## config.mk

```make
export PLATFORM = sky130hd
export DESIGN_NAME = fb_rect_writer_flat
export DESIGN_NICKNAME = d
export VERILOG_FILES = /design/src/rtl/fb_rect_writer_if.sv /design/src/rtl/fb_rect_writer.sv /design/src/flat_wrapper.sv
export SDC_FILE = /design/constraint.sdc
export NUM_CORES = 1
export LEC_CHECK = 0
export BUFFER_PORTS_ARGS = -buffer_cell sky130_fd_sc_hd__clkbuf_2
export CORE_MARGIN = 5
export CORE_UTILIZATION = 54
export DETAILED_ROUTE_END_ITERATION = 7
export MAX_ROUTING_LAYER = met4
export PLACE_DENSITY = 0.77
export SYNTH_ARGS = -nofsm -noshare
export SYNTH_HDL_FRONTEND = slang
export SYNTH_SLANG_ARGS = --single-unit
```

## constraint.sdc

```tcl
create_clock -name iVGA_CLK -period 4.5 [get_ports iVGA_CLK]
set_clock_uncertainty 0.2 [all_clocks]
set_input_delay 0.9 -clock iVGA_CLK [delete_from_list [all_inputs] [get_ports iVGA_CLK]]
set_output_delay 0.9 -clock iVGA_CLK [all_outputs]
set_load 0.02 [all_outputs]
```

## src/rtl/fb_rect_writer_if.sv

```systemverilog
// Rectangle-fill command channel: valid/ready handshake plus the
// latched geometry and colour index of one fill request.
interface fb_rect_writer_if #(
    parameter int IDX_W = 8
);
    logic             cmd_valid;
    logic             cmd_ready;
    logic [9:0]       cmd_x;
    logic [8:0]       cmd_y;
    logic [9:0]       cmd_w;
    logic [8:0]       cmd_h;
    logic [IDX_W-1:0] cmd_index;

    modport master (
        output cmd_valid, cmd_x, cmd_y, cmd_w, cmd_h, cmd_index,
        input  cmd_ready
    );

    modport slave (
        input  cmd_valid, cmd_x, cmd_y, cmd_w, cmd_h, cmd_index,
        output cmd_ready
    );
endinterface

```

## src/rtl/fb_rect_writer.sv

```systemverilog
// Framebuffer rectangle-fill engine: clips a command to the visible
// area and emits one linear-addressed pixel write per clock.
module fb_rect_writer #(
    parameter int H_RES       = 640,
    parameter int V_RES       = 480,
    parameter int ADDR_W      = 19,
    parameter int IDX_W       = 8,
    parameter bit SYNC_VBLANK = 1'b1
) (
    input  logic              iVGA_CLK,
    input  logic              iRST_n,
    fb_rect_writer_if.slave   cmd,
    input  logic              iVBLANK,
    output logic [ADDR_W-1:0] wr_addr,
    output logic [IDX_W-1:0]  wr_data,
    output logic              wr_en,
    output logic              busy,
    output logic              done,
    output logic              clipped
);
    typedef enum logic [1:0] {
        IDLE, WAIT_VB, DRAW, DONE
    } state_e;

    localparam logic [10:0]       HR     = 11'(H_RES);
    localparam logic [9:0]        VR     = 10'(V_RES);
    localparam logic [ADDR_W-1:0] STRIDE = ADDR_W'(H_RES);

    state_e              state_q, state_d;
    logic [9:0]          col_q, col_d, xs_q, xs_d;
    logic [8:0]          row_q, row_d;
    logic [10:0]         xe_q, xe_d;
    logic [9:0]          ye_q, ye_d;
    logic [ADDR_W-1:0]   base_q, base_d;
    logic [IDX_W-1:0]    idx_q, idx_d;
    logic                last_q, last_d;
    logic [ADDR_W-1:0]   addr_q, addr_d;
    logic [IDX_W-1:0]    data_q, data_d;
    logic                wen_q, wen_d;
    logic                clip_q, clip_d;
    logic                rdy_q, busy_q, done_q;
    logic [10:0]         sx;
    logic [9:0]          sy;
    logic                empty, oob, issue, eol, eor, vb_hold;

    assign sx = {1'b0, cmd.cmd_x} + {1'b0, cmd.cmd_w};
    assign sy = {1'b0, cmd.cmd_y} + {1'b0, cmd.cmd_h};
    assign oob = ({1'b0, cmd.cmd_x} >= HR) || ({1'b0, cmd.cmd_y} >= VR);
    assign empty = oob || (cmd.cmd_w == '0) || (cmd.cmd_h == '0);
    assign vb_hold = SYNC_VBLANK && !iVBLANK;

    always_comb begin
        state_d = state_q;
        col_d   = col_q;
        row_d   = row_q;
        xs_d    = xs_q;
        xe_d    = xe_q;
        ye_d    = ye_q;
        base_d  = base_q;
        idx_d   = idx_q;
        last_d  = last_q;
        addr_d  = addr_q;
        data_d  = data_q;
        wen_d   = 1'b0;
        clip_d  = clip_q;
        issue   = 1'b0;
        eol     = 1'b0;
        eor     = 1'b0;
        unique case (state_q)
            IDLE: begin
                if (cmd.cmd_valid) begin
                    col_d  = cmd.cmd_x;
                    xs_d   = cmd.cmd_x;
                    row_d  = cmd.cmd_y;
                    xe_d   = (sx > HR) ? HR : sx;
                    ye_d   = (sy > VR) ? VR : sy;
                    // constant product: reduces to shift-add
                    base_d = ADDR_W'(cmd.cmd_y) * STRIDE;
                    idx_d  = cmd.cmd_index;
                    clip_d = oob || (sx > HR) || (sy > VR);
                    if (empty) begin
                        state_d = DONE;
                    end else if (vb_hold) begin
                        state_d = WAIT_VB;
                    end else begin
                        state_d = DRAW;
                        issue   = 1'b1;
                    end
                end
            end
            WAIT_VB: begin
                if (iVBLANK) begin
                    state_d = DRAW;
                    issue   = 1'b1;
                end
            end
            DRAW: begin
                if (last_q) begin
                    state_d = DONE;
                end else if (vb_hold) begin
                    state_d = WAIT_VB;
                end else begin
                    issue = 1'b1;
                end
            end
            DONE: state_d = IDLE;
        endcase
        // col/row/base always point at the next pixel to emit
        if (issue) begin
            wen_d  = 1'b1;
            addr_d = base_d + ADDR_W'(col_d);
            data_d = idx_d;
            eol    = ({1'b0, col_d} + 11'd1) == xe_d;
            eor    = ({1'b0, row_d} + 10'd1) == ye_d;
            last_d = eol && eor;
            if (eol) begin
                col_d  = xs_d;
                row_d  = row_d + 9'd1;
                base_d = base_d + STRIDE;
            end else begin
                col_d = col_d + 10'd1;
            end
        end
    end

    always_ff @(posedge iVGA_CLK or negedge iRST_n) begin
        if (!iRST_n) begin
            state_q <= IDLE;
            col_q   <= '0;
            xs_q    <= '0;
            row_q   <= '0;
            xe_q    <= '0;
            ye_q    <= '0;
            base_q  <= '0;
            idx_q   <= '0;
            last_q  <= 1'b0;
            addr_q  <= '0;
            data_q  <= '0;
            wen_q   <= 1'b0;
            clip_q  <= 1'b0;
            rdy_q   <= 1'b1;
            busy_q  <= 1'b0;
            done_q  <= 1'b0;
        end else begin
            state_q <= state_d;
            col_q   <= col_d;
            xs_q    <= xs_d;
            row_q   <= row_d;
            xe_q    <= xe_d;
            ye_q    <= ye_d;
            base_q  <= base_d;
            idx_q   <= idx_d;
            last_q  <= last_d;
            addr_q  <= addr_d;
            data_q  <= data_d;
            wen_q   <= wen_d;
            clip_q  <= clip_d;
            rdy_q   <= (state_d == IDLE);
            busy_q  <= (state_d != IDLE);
            done_q  <= (state_d == DONE);
        end
    end

    assign cmd.cmd_ready = rdy_q;
    assign wr_addr       = addr_q;
    assign wr_data       = data_q;
    assign wr_en         = wen_q;
    assign busy          = busy_q;
    assign done          = done_q;
    assign clipped       = clip_q;
endmodule

```

## src/flat_wrapper.sv

```systemverilog
// flat-port wrapper written by rule: the top's interface ports become plain ports
module fb_rect_writer_flat 
#(
    parameter int H_RES       = 640,
    parameter int V_RES       = 480,
    parameter int ADDR_W      = 19,
    parameter int IDX_W       = 8,
    parameter bit SYNC_VBLANK = 1'b1
)
  (iVGA_CLK, iRST_n, iVBLANK, wr_addr, wr_data, wr_en, busy, done, clipped, cmd_cmd_valid, cmd_cmd_x, cmd_cmd_y, cmd_cmd_w, cmd_cmd_h, cmd_cmd_index, cmd_cmd_ready);
  fb_rect_writer_if #(.IDX_W(IDX_W)) cmd_i ();
  input  logic iVGA_CLK;
  input  logic iRST_n;
  input  logic iVBLANK;
  output logic [ADDR_W-1:0] wr_addr;
  output logic [IDX_W-1:0] wr_data;
  output logic wr_en;
  output logic busy;
  output logic done;
  output logic clipped;
  input wire logic [$bits(cmd_i.cmd_valid)-1:0] cmd_cmd_valid;
  input wire logic [$bits(cmd_i.cmd_x)-1:0] cmd_cmd_x;
  input wire logic [$bits(cmd_i.cmd_y)-1:0] cmd_cmd_y;
  input wire logic [$bits(cmd_i.cmd_w)-1:0] cmd_cmd_w;
  input wire logic [$bits(cmd_i.cmd_h)-1:0] cmd_cmd_h;
  input wire logic [$bits(cmd_i.cmd_index)-1:0] cmd_cmd_index;
  output wire logic [$bits(cmd_i.cmd_ready)-1:0] cmd_cmd_ready;
  assign cmd_i.cmd_valid = cmd_cmd_valid;
  assign cmd_i.cmd_x = cmd_cmd_x;
  assign cmd_i.cmd_y = cmd_cmd_y;
  assign cmd_i.cmd_w = cmd_cmd_w;
  assign cmd_i.cmd_h = cmd_cmd_h;
  assign cmd_i.cmd_index = cmd_cmd_index;
  assign cmd_cmd_ready = cmd_i.cmd_ready;
  fb_rect_writer #(.H_RES(H_RES), .V_RES(V_RES), .ADDR_W(ADDR_W), .IDX_W(IDX_W), .SYNC_VBLANK(SYNC_VBLANK)) u_core (.iVGA_CLK(iVGA_CLK), .iRST_n(iRST_n), .cmd(cmd_i), .iVBLANK(iVBLANK), .wr_addr(wr_addr), .wr_data(wr_data), .wr_en(wr_en), .busy(busy), .done(done), .clipped(clipped));
endmodule
```

==> flow_summary.json <==
{
  "status": "finished, final reports clean",
  "h-tree-depth": 3,
  "pwr-share-seq_pct": 30.5,
  "ys.flop_type": "dfrtp_1",
  "nNetsFinal": 1056,
  "combPwrFrac_pct": 54.4,
  "grt_usage_pct": 22.9,
  "root_buffer": "clkbuf_16",
  "power.switching_mw": 2.32,
  "setup_slack_ps": 198,
  "cts.sinks": 112,
  "clock_power_share_pct": 15.1,
  "ys_warn_count": 0,
  "synth_edf_count": 0,
  "post_dp_cell_area_sq_mm": 0.00844,
  "holdPathStages": 2,
  "grt_max_degree": 80,
  "viasPerCell": 5.65,
  "ctsResizeCount": 0,
  "syn_area_sq_mm": 0.00750,
  "powerDensity_mw_per_mm2": 615,
  "ys_ff_latch": 112,
  "antenna_found_initial": 0,
  "rows": 43,
  "fp.dieW_um": 128,
  "synth_area_leaders": "dfrtp_1 37%, ha_1 7.7%, nand2_1 6.9%",
  "setup_violations": 0,
  "place_hpwl_um": 13200,
  "worst_slew_pin_slew_ps": 902,
  "holdBufCountCts": 0,
  "hold_viol": 0,
  "wl_per_cell_um": 15.5,
  "grt_overflow": 0,
  "avgSynthCellArea_sq_um": 8.81,
  "required_ps": 4540,
  "worst-r2r-setup-slack_ps": 510,
  "postSynthCellCount": 851,
  "hold_ws_ps": 270,
  "clk_latency_ps": 360,
  "cp-startpoint": "cmd_cmd_w[0]",
  "ios": 82,
  "numCtsBuffers": 9,
  "r2r_cells": 17,
  "cts_setup_buffers": 0,
  "dr.pass1.iters": 6,
  "worstSetupEndpoint": "u_core.base_q[8]",
  "n_antenna_cell": 0,
  "ys_seq_area_share_pct": 37.4,
  "rsz0062_at_grt": "false",
  "drtAntennaViolNets": 0,
  "ys_types": 69,
  "synth_nets": 951,
  "drc": 0,
  "synth_top_area_share_pct": 37.0,
  "drive_gt1_share_pct": 19.5,
  "worstSetupEndpointType": "register",
  "dp_slack_ps": -135,
  "intPower_mw": 3.06,
  "min_from": "u_core.idx_q[6]",
  "final_area_sq_mm": 0.00874,
  "finalCritPeriodShare_pct": 95.6,
  "die_height_um": 128,
  "hp-class": "register to register",
  "tns_ps": 0,
  "cts_tree": "done",
  "start_util_pct": 54.5,
  "synth.largest_area_cell": "dfrtp_1",
  "grt_pass1_vias": 6250,
  "worstSetupPathType": "primary input to register",
  "syn2layout_area_growth_pct": 16.6,
  "power.leakage_nw": 4.23,
  "slew_violations": 0,
  "via_count": 6444,
  "finalWirelength_um": 17700,
  "slew_headroom_pct": 39.9,
  "port_buffers": 81,
  "p_sw_share_pct": 43.1,
  "first_iter_violations": 428,
  "grt_pass1_wl_um": 29900,
  "cts_buffer_depth": 2,
  "vdd_drop_max_v": 0.000407,
  "start_kind": "primary input",
  "synth-async-reset-ratio_pct": 100,
  "cts.clk_slew.worst_paths_ps": 70,
  "drv_cap": 0,
  "r2r-end": "u_core.base_q[8]",
  "clock.fmax_mhz": 232,
  "gp_congestion": 0.939,
  "timing.rr.start": "u_core.state_q[0]",
  "dieArea_sq_mm": 0.0163,
  "fin_crit_ps": 4300,
  "worstPathMaxFanout": 13,
  "core_area_sq_mm": 0.0138,
  "arrival_ps": 4340
}
[cell usage after synthesis (3+ instances only)]
library cell	n
nand2_1	138
dfrtp_1	111
nor2_1	60
ha_1	46
inv_1	43
nand3_1	43
o21ai_0	40
a21oi_1	39
xnor2_1	35
xor2_1	35
nor3_1	21
a21o_1	19
mux2i_1	16
and2_1	15
clkbuf_1	12
nand4_1	11
mux2_2	10
a31oi_1	9
buf_2	9
o21ai_1	8
buf_1	7
nor2b_1	7
nand2b_1	6
o31ai_1	6
a221oi_2	5
nor3b_1	5
o2111ai_1	5
o21bai_1	5
a211oi_1	4
a21boi_1	4
a22o_1	4
and3_1	4
buf_6	4
fa_1	4
o21a_1	4
o22ai_1	4
or3_1	4
a211oi_2	3
a22oi_1	3
o41ai_1	3
or4_1	3
[critical path, stage by stage]
cell and delay (ps):
clkbuf_2 100, ha_1 160, inv_1 50, fa_1 380, nand2b_1 170, buf_4 140
a21oi_1 190, mux2i_1 200, nand3_1 150, nor4b_4 300, nor3_1 80, or4_1 520
nor3_1 130, and4_1 260, buf_12 170, nand2_4 90, mux2_4 330
[registers in the layout, summed over array words and instances (netlist names)]
signal                count
u_core.wr_addr           19
u_core.cmd.cmd_ready      1
u_core.xe_q              11
u_core.clipped            1
u_core.row_q              9
u_core.idx_q              8
u_core.state_q            2
u_core.xs_q              10
u_core.busy               1
u_core.base_q            19
u_core.wr_en              1
u_core.wr_data            8
u_core.ye_q              10
u_core.done               1
u_core.last_q             1
u_core.col_q             10
[cells by family (layout without fill, tap and decap cells)]
kind of cell             after synthesis  in the layout  synth area share [%]
XOR/XNOR                              70             70                  8.17
adder cells (fa/ha/maj)               50             50                  8.74
buffers and inverters                 77            187                  4.40
AO/OA/AOI/OAI                        180            180                  16.2
flip-flops                           112            112                  37.4
AND/OR/NAND/NOR                      333            333                  20.9
multiplexers                          29             29                  4.19
[final cells by class]
| class | instances | area, sq um |
|---|---|---|
| Sequential cell | 112 | 2800 |
| Timing Repair Buffer | 126 | 808 |
| Multi-Input combinational cell | 662 | 4440 |
| Clock buffer | 12 | 246 |
| Fill cell | 1214 | 5030 |
| Inverter | 45 | 169 |
| Tap cell | 180 | 225 |
| Clock inverter | 4 | 53.8 |
[power groups by stage]
stage          combinational [mW]  sequential, mW  clock [mW]
3_5_place_dp                 2.89            1.66           0
6_report                     2.92            1.64       0.814
4_1_cts                      2.92            1.64       0.829
5_1_grt                      3.26            1.69       0.868
2_1_floorplan                2.02            1.77           0
3_3_place_gp                 2.84            1.64           0
[cell usage in the layout (no fill, tap or decap), types with 5 or more instances in the layout]
master / instances
mux2i_1: 16
nand2_2: 8
xor2_1: 35
inv_1: 43
clkbuf_2: 80
ha_1: 45
nand2b_1: 6
o2111ai_1: 5
o21ai_0: 38
a21oi_1: 38
xnor2_1: 35
a221oi_2: 5
o21bai_1: 5
nand2_1: 130
buf_12: 5
dfrtp_1: 111
nand4_1: 11
nor2b_1: 7
mux2_2: 10
nand3_1: 41
a21o_1: 19
nor2_1: 60
o31ai_1: 6
buf_4: 41
clkbuf_16: 9
nor3_1: 21
o21ai_1: 9
and2_1: 15
a31oi_1: 9
[through the flow]
| step | utilization [%] | power (mW) | instances |
|---|---|---|---|
| final | 63.5 | 5.38 | 1141 |
| after global routing | 63.5 | 5.82 | 1141 |
| after global placement | 61.3 | 4.48 | 1125 |
| after CTS | 63.5 | 5.39 | 1141 |
| after floorplan | - | 3.79 | 851 |
| after detailed placement | 61.3 | 4.55 | 1125 |
[how the worst min path moves through the flow]
stage,slack (ps),to
after global routing,300,u_core.xs_q[6]
after floorplan,240,u_core.idx_q[0]
after CTS,280,u_core.idx_q[3]
after detailed placement,260,u_core.idx_q[3]
final,270,u_core.idx_q[6]
after global placement,250,u_core.idx_q[0]
[routing by layer]
| metal | vias to the layer above | track usage [%] | wire length, um |
|---|---|---|---|
| met4 | 0 | 7.12 | 320 |
| met3 | 22 | 3.17 | 920 |
| met5 | - | - | 0 |
| met2 | 180 | 35.2 | 7910 |
| li1 | 3203 | - | - |
| met1 | 3039 | 31.8 | 8520 |
Power figures use the tool's default switching activity.
